--- src/rtl/q_8_34e.sv ---
// Sequential ones counter: shifts R1 out through flag E and counts 1-bits in R2.
// Define Q_8_34E_ONEHOT_EN for a one-hot controller state register.
module q_8_34e #(
    parameter int data_size = 8,
    parameter int r2_size   = 4
) (
    input  logic                 clk,
    input  logic                 rst_b,
    input  logic                 start,
    input  logic [data_size-1:0] data_in,
    output logic [r2_size-1:0]   cnt,
    output logic                 rdy
);

    typedef enum logic [1:0] {
        S_idle = 2'b00,
        S_1    = 2'b01,
        S_2    = 2'b10,
        S_3    = 2'b11
    } state_e;

    state_e               q_out;
    logic                 load_regs, incr_r2, shift;
    logic                 zero;
    logic [data_size-1:0] r1_q, r1_d;
    logic [r2_size-1:0]   r2_q, r2_d;
    logic                 e_q, e_d;

    assign zero = (r1_q == '0);

`ifdef Q_8_34E_ONEHOT_EN
    // Bit i of onehot_q is set while the controller is in binary state i.
    logic [3:0] onehot_q, onehot_d;

    always_ff @(posedge clk or posedge rst_b) begin
        if (rst_b) onehot_q <= 4'b0001;
        else       onehot_q <= onehot_d;
    end

    always_comb begin
        onehot_d[0] = (onehot_q[0] & ~start) | (onehot_q[3] & ~e_q & zero);
        onehot_d[1] = (onehot_q[0] & start)  | (onehot_q[3] & e_q);
        onehot_d[2] = onehot_q[1]            | (onehot_q[3] & ~e_q & ~zero);
        onehot_d[3] = onehot_q[2];
    end

    assign q_out = state_e'({onehot_q[3] | onehot_q[2], onehot_q[3] | onehot_q[1]});
`else
    state_e state_q, state_d;

    always_ff @(posedge clk or posedge rst_b) begin
        if (rst_b) state_q <= S_idle;
        else       state_q <= state_d;
    end

    always_comb begin
        state_d = state_q;
        case (state_q)
            S_idle:  if (start) state_d = S_1;
            S_1:     state_d = S_2;
            S_2:     state_d = S_3;
            S_3: begin
                if (e_q)       state_d = S_1;
                else if (zero) state_d = S_idle;
                else           state_d = S_2;
            end
            default: state_d = S_idle;
        endcase
    end

    assign q_out = state_q;
`endif

    always_comb begin
        load_regs = 1'b0;
        incr_r2   = 1'b0;
        shift     = 1'b0;
        rdy       = 1'b0;
        case (q_out)
            S_idle: begin
                rdy       = 1'b1;
                load_regs = start;
            end
            S_1:     incr_r2 = 1'b1;
            S_2:     shift   = 1'b1;
            default: ;
        endcase
    end

    // NOTE: every always_comb output gets a default first so no path leaves it unassigned (no latch).
    always_comb begin
        r1_d = r1_q;
        r2_d = r2_q;
        e_d  = e_q;
        if (load_regs) begin
            r1_d = data_in;
            r2_d = '1;
        end
        if (incr_r2) r2_d = r2_q + r2_size'(1);
        if (shift) begin
            e_d  = r1_q[data_size-1];
            r1_d = r1_q << 1;
        end
    end

    // NOTE: state uses non-blocking assignments so all flops update from pre-edge values.
    always_ff @(posedge clk or posedge rst_b) begin
        if (rst_b) begin
            r1_q <= '0;
            r2_q <= '0;
            e_q  <= 1'b0;
        end else begin
            r1_q <= r1_d;
            r2_q <= r2_d;
            e_q  <= e_d;
        end
    end

    assign cnt = r2_q;

endmodule

--- config.mk ---
export PLATFORM = sky130hd
export DESIGN_NAME = q_8_34e
export DESIGN_NICKNAME = d
export VERILOG_FILES = /design/src/rtl/q_8_34e.sv
export SDC_FILE = /design/constraint.sdc
export NUM_CORES = 1
export LEC_CHECK = 0
export BUFFER_PORTS_ARGS = -buffer_cell sky130_fd_sc_hd__buf_2
export CAP_MARGIN = 10
export CORE_AREA = 8 8 48 50
export DETAILED_ROUTE_END_ITERATION = 10
export DIE_AREA = 0 0 56 58
export HOLD_SLACK_MARGIN = 0.03
export PLACE_DENSITY = 0.72
export SYNTH_ARGS = -nofsm -noshare
export SYNTH_HDL_FRONTEND = slang
export SYNTH_SLANG_ARGS = --single-unit
export TNS_END_PERCENT = 50
--- constraint.sdc ---
create_clock -name clk -period 1.25 [get_ports clk]
set_input_delay 0.0625 -clock clk [delete_from_list [all_inputs] [get_ports clk]]
set_output_delay 0.0625 -clock clk [all_outputs]
set_load 0.02 [all_outputs]
Yosys cells after proc, flatten, opt, wreduce, memory -nomap -nowiden
Index checks and enable logic that the tools add are counted.
{"block": "classes", "n_eq_ne": 4, "muxes": 12, "n_mul": 0, "bitwise": 0, "n_div": 0, "order_cmp": 0, "reduce_logical": 4, "shifts": 0, "addsub": 1}
{"cell": "$mux W8", "n": 2}
{"cell": "$logic_not A8 Y1", "n": 1}
{"cell": "$mux W4", "n": 2}
{"cell": "$pmux W2 S4", "n": 1}
{"cell": "$mux W2", "n": 3}
{"cell": "$add A4 B1 Y4 const B", "n": 1}
{"cell": "$eq A2 B2 Y1 const B", "n": 2}
{"cell": "$mux W1", "n": 4}
{"cell": "$reduce_bool A2 Y1", "n": 2}
{"cell": "$eq A2 B1 Y1 const B", "n": 1}
{"cell": "$logic_not A2 Y1", "n": 1}
{"cell": "$ne A2 B2 Y1 const B", "n": 1}
{"block": "totals", "latch_bits": 0, "inputBits": 11, "mem_bits_ro": 0, "elab_cells": 25, "mem_count": 0, "ram_bits": 0, "reg_bits": 15}

Depth between registers and ports, before layout
Gate-level depths: netlist (run 1).
{"block": "depth", "depth_word": 4, "depth_mapped": 4, "depth_no_buf": 4}

Worst setup path before layout (run 1)
No wires, ideal clock.
{"block": "synth_timing", "path_kind": "reg-to-reg", "startpoint": "register state_q[1] (netlist: q_out[1])", "endpoint": "register state_q[1] (netlist: q_out[1])", "setup_ps": 119, "synth_period_minus_slack_ps": 1198, "t_arrival_ps": 1079, "required_ps": 1131, "path_stages_with_launch": 4, "slack_ps": 52, "path_cell_list": "dfrtp_1 buf_6 nor2_1 o21ba_2"}
{"block": "synth_via", "elab_chain_len": 2, "elab_cells_between_ends": 6, "cone_classes": "eq/ne: 4; mux: 1; reduce/logical: 1"}
{"element": "from (decl)", "line": "49", "rtl": "state_e state_q, state_d;"}
{"element": "from (signal assigned)", "line": "52", "rtl": "if (rst_b) state_q <= S_idle;"}
{"element": "from (signal assigned)", "line": "53", "rtl": "else state_q <= state_d;"}
{"element": "$eq A2 B2 Y1, or another cell as far along", "line": "58", "rtl": "case (state_q)"}
{"element": "$pmux W2 S4 or $ne A2 B2 Y1 (tied branches)"}
Several ways; a longest one is shown, not always the timed one.
A chain may end at the register's enable or synchronous reset.

Worst setup path after layout (run 1)
{"block": "layout_timing", "startpoint": "register state_q[0] (netlist: q_out[0])", "endpoint": "output port rdy"}
{"block": "layout_via", "elab_chain_len": 2}
{"element": "$logic_not A2 Y1", "line": "79", "rtl": "case (q_out)"}
{"element": "$mux W1", "line": "79"}
{"element": "to (decl)", "line": "12", "rtl": "output logic rdy"}
No other way between the ends.

==> summary.txt, run 1 <==
====================================================================================================
Sw power                                                                                    0.885 mW
Count of filler cells inserted in the layout                                                     145
Die area                                                                                    3250 um2
Fraction of layout instances using a drive strength above 1                                    0.357
Overflow left after global routing                                                                 0
Count of max-cap constraint violations                                                             0
Leakage                                                                                     0.417 nW
Relative slew slack                                                                            0.622
Period minus WS final                                                                        1.18 ns
Transition time of the tightest slew-check pin                                              0.566 ns
IO Pins                                                                                           16
Count of vias placed by the detailed router                                                      659
Biggest area contributors in the synthesized netlist                                    dfrtp_1 (49%), o21ai_0 (5.9%), nand2_1 (5.9%), a31oi_1 (5.8%), and2_2 (4.9%)
CTS H-tree depth                                                                                   1
Std cell rows                                                                                     15
Average vias per placed instance                                                                5.73
Core area                                                                                   1610 um2
Iteration-0 DRC count of the detailed router                                                      12
Number of nets still failing antenna checks after routing                                          0
Root Buffer Master                                                                          clkbuf_4
Final design utilization                                                                       0.557
Maximum count of clock buffers along a single path                                                 2
Wire length of the first global-routing pass                                                 2920 um
Antenna Diode Count                                                                                0
Class of the tightest hold or removal check                                                   in2reg
Area leader, netlist                                                                         dfrtp_1
Worst VDD drop                                                                              0.988 mV
Pwr per Cell Area                                                                        2420 nW/um2
Yosys warning total                                                                                0
Share of the yosys chip area belonging to registers                                            0.493
Startpoint-to-endpoint class of the critical path                                            reg2out
Sequential group share of total power                                                          0.398
Proportion of power drawn by combinational gates                                               0.475
Count of nets after finishing                                                                    111
Final sum of negative setup slack                                                               0 ns
Vertical die dimension                                                                         58 um
HPWL Detailed                                                                                1240 um
Port Buffers                                                                                      15
Min Hold Slack                                                                             0.0750 ns
Maximum fanout count along the critical path                                                       8
Global placement routability congestion                                                        0.831
Status                                                                                  finished clean
GRT Total Usage                                                                                0.110
Maximum clock skew at final layout                                                        0.00295 ns
Number of nets produced by synthesis                                                              90
Share of total power in the clock network                                                      0.127
Switching share of power                                                                       0.407
Mapped Cells                                                                                      78
Internal power contribution                                                                  1.29 mW
Data arrival at the endpoint of the critical path                                            1.12 ns
Antenna violations before repair                                                                   0
Final count of negative-setup-slack endpoints                                                      0
Number of global-route vias before repair                                                        660
Number of remaining DRC errors                                                                     0
Clock sinks                                                                                       15
Detailed Route WL                                                                            1670 um
Seq. cell area                                                                               378 um2
Final Slew Violations                                                                              0
Insertion delay of the later-clocked pin in the worst-skew pair                              0.28 ns
Multi-input gate area                                                                        344 um2
Post-synth cell types                                                                             25
Initial Utilization                                                                            0.471
Critical path startpoint category                                                          flip-flop
Final cell area excluding filler cells                                                       898 um2
Element type at the critical path end                                                    output port
F_max                                                                                        844 MHz
Mean instance size in the synthesized netlist                                               9.75 um2
Post-route non-filler standard cell count                                                        115
Period utilisation layout                                                                      0.948
Largest net degree at the start of global routing                                                 16
Clock-pin slew reported for the worst setup and hold paths after clock tree synthesis        0.09 ns
Required arrival time at the worst endpoint                                                  1.19 ns
Number of detailed-routing iterations run before antenna repair                                    4
Area growth from synthesis to layout                                                           18.1%
Setup repair after global routing missed its margin                                               no
Clock tree from TritonCTS                                                                      built
Register bit total from synthesis                                                                 15
Post-Synthesis Cell Area                                                                     761 um2
Share of the synthesized area in the top cell type                                             0.493
Number of buffers added by the clock tree synthesis step                                           3
Hold Fails Final Rpt                                                                               0
Area after DPL                                                                               847 um2
Number of cells after detailed placement                                                         109
Wirelength per Cell                                                                          14.5 um
Die boundary width                                                                             56 um
====================================================================================================
[state kept, by name (all words and copies together), names as in the netlist]
signal  count
r1_q        8
cnt         4
q_out       2
e_q         1
[synthesized netlist by cell type (all sizes together)]
master  number
buf          4
and2         5
nand2       12
and3         1
dfrtp       15
a41oi        1
o21ba        2
nand3        1
o21ai       10
o21bai       1
and2b        1
a22oi        2
a21oi        2
nand3b       1
nand2b       1
inv          3
o32a         1
a31oi        7
ha           1
nor2b        1
nor4         2
nor2         3
o22ai        1
[what timing repair did]
item | in CTS | in global routing
gates resized for setup | 2 | 3
pin swaps | 0 | 0
buffers inserted | 1 | 0
endpoints found under the hold margin | 15 | 0
endpoints found under the setup margin | 1 | 4
hold buffers | 1 | 0
[worst max-delay path, stage by stage, from the launching register on]
cell,delay (ns)
dfrtp_2,0.41
buf_4,0.16
nor2_2,0.12
buf_4,0.15
[power groups by stage]
stage | Clock [mW] | Combinational (mW) | Sequential [mW]
4_1_cts | 0.286 | 1.04 | 0.858
3_5_place_dp | 0 | 0.971 | 0.889
2_1_floorplan | 0 | 0.696 | 0.886
5_1_grt | 0.307 | 1.16 | 0.903
6_report | 0.276 | 1.03 | 0.865
3_3_place_gp | 0 | 0.963 | 0.879
[layout make-up]
cell class | instances | area share
clock buffer | 4 | 0.0292
inverter | 3 | 0.0125
multi-input combinational | 56 | 0.383
sequential | 15 | 0.421
tap | 17 | 0.0237
timing repair buffer | 20 | 0.131
[metrics by stage]
stage               setup WS (ns)  total power, mW
floorplan                  0.0515             1.58
global placement            0.119             1.84
detailed placement          0.116             1.86
CTS                        0.0227             2.18
global route              0.00656             2.37
finish                     0.0656             2.17
[per-layer routing]
| metal | GRT usage | vias up | wire length, um |
|---|---|---|---|
| met5 | 0 | - | 0 |
| met4 | 0.0619 | 0 | 36 |
| met3 | 0.0371 | 5 | 109 |
| met2 | 0.181 | 20 | 773 |
| met1 | 0.122 | 311 | 744 |
| li1 | - | 323 | - |
[path summary, 6_finish.rpt]
check                      startpoint        to  slack (ns)  depth (start not counted)
max                          q_out[0]       rdy        0.07                          3
min                        data_in[7]   r1_q[7]        0.08                          3
max reg2reg                  q_out[0]    cnt[3]        0.12                          4
min reg2reg                    cnt[3]    cnt[3]        0.51                          1
max in group asynchronous       rst_b  q_out[0]        0.48                          3
min in group asynchronous       rst_b    cnt[3]        0.36                          3
[cell families (layout without fill, tap and decap cells)]
kind of cell | after synthesis | in the layout | synth area share
compound gates | 27 | 27 | 0.240
flops | 15 | 15 | 0.493
fa+ha+maj | 1 | 1 | 0.0164
simple gates | 28 | 28 | 0.192
buf+inv | 7 | 27 | 0.0576
[layout by cell type (no fill, tap or decap), drive strengths merged]
cell type / count
a21oi: 2
a22oi: 2
a31oi: 7
a41oi: 1
and2: 5
and2b: 1
and3: 1
buf: 19
clkbuf: 4
dfrtp: 15
dlygate4sd3: 1
ha: 1
inv: 3
nand2: 12
nand2b: 1
nand3: 1
nand3b: 1
nor2: 3
nor2b: 1
nor4: 2
o21ai: 10
o21ba: 2
o21bai: 1
o22ai: 1
o32a: 1
Note: power is estimated with default switching activity, not from simulation.
==> inputs of run 2 (changes only) <==
--- a/config.mk
+++ b/config.mk
@@ -12,6 +12,7 @@
 export DIE_AREA = 0 0 56 58
 export HOLD_SLACK_MARGIN = 0.03
 export PLACE_DENSITY = 0.72
+export SETUP_SLACK_MARGIN = 0.4
 export SYNTH_ARGS = -nofsm -noshare
 export SYNTH_HDL_FRONTEND = slang
 export SYNTH_SLANG_ARGS = --single-unit
==> run 2 against run 1 <==
  * Power up 26%
  * Sequential share of layout area fell by 7.1 points
  * Sequential cell count did not move
  * Cell area rose by 21%
  * Register-to-register slack hardly changed
  * Via count grew 5.2%
  * Critical path depth unchanged
  * Final cell count rose by 9.6%
  * Die area unchanged
  * Critical endpoint unchanged
==> summary.txt, run 2 (same netlist as run 1, synthesis figures left out) <==
====================================================================================================
Overflow left after global routing                                                                 0   unchanged
Count of max-cap constraint violations                                                             0   unchanged
Class of the tightest hold or removal check                                                   in2reg
Area growth from synthesis to layout                                                           42.9%
Global placement routability congestion                                                        0.773   -6.9%
Number of detailed-routing iterations run before antenna repair                                    4   unchanged
Number of nets still failing antenna checks after routing                                          0   unchanged
Insertion delay of the later-clocked pin in the worst-skew pair                              0.28 ns   about the same
HPWL Detailed                                                                                1220 um   -1.4%
F_max                                                                                        884 MHz   +4.7%
Core area                                                                                   1610 um2   unchanged
Leakage                                                                                     0.492 nW   +18%
Wire length of the first global-routing pass                                                 3280 um   +12%
Initial Utilization                                                                            0.471   unchanged
Final cell area excluding filler cells                                                      1090 um2   +21%
Final design utilization                                                                       0.674   +0.117
Flip-flop count of the largest register, all copies and words added                                8   unchanged
Element type at the critical path end                                                    output port
Count of nets after finishing                                                                    122   +9.9%
Data arrival at the endpoint of the critical path                                            1.07 ns   -0.05 ns
Worst VDD drop                                                                               1.17 mV   +18%
Final count of negative-setup-slack endpoints                                                      0   unchanged
Worst slack after detailed placement                                                        0.119 ns   +0.00331 ns
Setup repair after global routing missed its margin                                              yes
Vertical die dimension                                                                         58 um   unchanged
Count of vias placed by the detailed router                                                      693   +5.2%
Critical path startpoint category                                                          flip-flop
Post-layout worst setup margin                                                              0.119 ns   +0.0532 ns
Fraction of layout instances using a drive strength above 1                                    0.505   +0.147
Most utilized layer in the global route result                                                  met2
Antenna Diode Count                                                                                0   unchanged
Maximum fanout count along the critical path                                                       5   -3
Detailed Route WL                                                                            1880 um   +13%
Final Slew Violations                                                                              0   unchanged
Met2 global-route usage                                                                        0.211   +0.0301
GRT Total Usage                                                                                0.122   +0.0121
Clock tree from TritonCTS                                                                      built
CTS H-tree depth                                                                                   1   unchanged
Final sum of negative setup slack                                                               0 ns   unchanged
IO Pins                                                                                           16   unchanged
Area after DPL                                                                               868 um2   +2.5%
Maximum count of clock buffers along a single path                                                 2   unchanged
Number of buffers added by the clock tree synthesis step                                           3   unchanged
Average vias per placed instance                                                                5.50   -4.0%
Status                                                                                  finished clean
Clock-pin slew reported for the worst setup and hold paths after clock tree synthesis        0.10 ns   about the same
Number of cells after detailed placement                                                         110   +0.92%
Number of remaining DRC errors                                                                     0   unchanged
Root Buffer Master                                                                          clkbuf_4
Transition time of the tightest slew-check pin                                              0.576 ns   +0.00955 ns
Most frequent cells in the layout                                                       nand2_1 (12), buf_2 (12), dfrtp_1 (11), buf_6 (11), o21ai_1 (9)
Global-route track usage on met1                                                               0.136   +0.0140
Met3 Use GR                                                                                   0.0371   unchanged
Largest net degree at the start of global routing                                                 16   unchanged
Reg with most FFs                                                                               r1_q
Port Buffers                                                                                      15   unchanged
Required arrival time at the worst endpoint                                                  1.19 ns   about the same
Clock sinks                                                                                       15   unchanged
Wirelength per Cell                                                                          14.9 um   +3.2%
Maximum clock skew at final layout                                                         0.0124 ns   +0.00943 ns
Period utilisation layout                                                                      0.905   -0.0425
Pwr per Cell Area                                                                        2520 nW/um2   +4.3%
Number of global-route vias before repair                                                        738   +12%
Relative slew slack                                                                            0.616   -0.00637
Startpoint-to-endpoint class of the critical path                                            reg2out
Period minus WS final                                                                        1.13 ns   -0.0532 ns
Post-route non-filler standard cell count                                                        126   +9.6%
Iteration-0 DRC count of the detailed router                                                      10   -2
Std cell rows                                                                                     15   unchanged
Die boundary width                                                                             56 um   unchanged
Die area                                                                                    3250 um2   unchanged
Hold Fails Final Rpt                                                                               0   unchanged
Antenna violations before repair                                                                   0   unchanged
====================================================================================================
-- run 2: changes by cell type in the layout (fill, tap and decap cells not counted), sizes merged --
cell      delta
inv          -1
clkbuf       -1
clkinv       +1
buf         +11
clkinvlp     +1
-- run 2: critical path: stages (launching register included) --
cell	delay, ns
dfrtp_2	0.44
buf_6	0.14
nor2_4	0.08
buf_6	0.12
-- run 2: final cells by class --
type                    count  area, um2
fillers                   138        527
multi-input cells          56        397
flip-flops and latches     15        380
repair buffers             31        246
clock buffers               3       22.5
well taps                  17       21.3
inverters                   3       15.0
clock inverters             1       5.00
-- run 2: per-layer routing --
metal  vias up  share of wire  wire length [um]
met5         -              0                 0
met1       327           0.43               817
met3         2          0.057               108
met2        22           0.50               942
met4         0         0.0074                14
li1        342              -                 -
-- run 2: power by group --
| group | internal [mW] | switching [mW] | leakage [nW] |
|---|---|---|---|
| sequential | 0.689 | 0.192 | 0.184 |
| combinational | 0.860 | 0.729 | 0.291 |
| clock | 0.119 | 0.156 | 0.0177 |
| total | 1.67 | 1.08 | 0.492 |
-- run 2: what timing repair did --
action | 4_1_cts | 5_1_grt
buffers inserted | 8 | 3
gates resized for setup | 15 | 15
endpoints found under the setup margin | 20 | 35
pin swaps | 4 | 6
hold buffers | 1 | 0
endpoints found under the hold margin | 15 | 0
-- run 2: through the flow --
step           power [mW]  hold slack, ns
2_1_floorplan        1.65         -0.0362
3_3_place_gp         1.89           0.146
3_5_place_dp         1.92           0.149
4_1_cts              2.55          0.0557
5_1_grt              2.96          0.0762
6_report             2.74          0.0486
-- run 2: path summary, 6_finish.rpt --
path                                  from        to  slack (ns)  cells after the start
min in group asynchronous            rst_b    cnt[3]        0.37                      3
worst max register to register    q_out[1]   r1_q[6]        0.13                      5
worst max-delay path              q_out[1]       rdy        0.12                      3
worst min-delay path            data_in[3]   r1_q[3]        0.05                      3
worst min register to register         e_q       e_q        0.53                      2
max in group asynchronous            rst_b  q_out[0]        0.45                      3
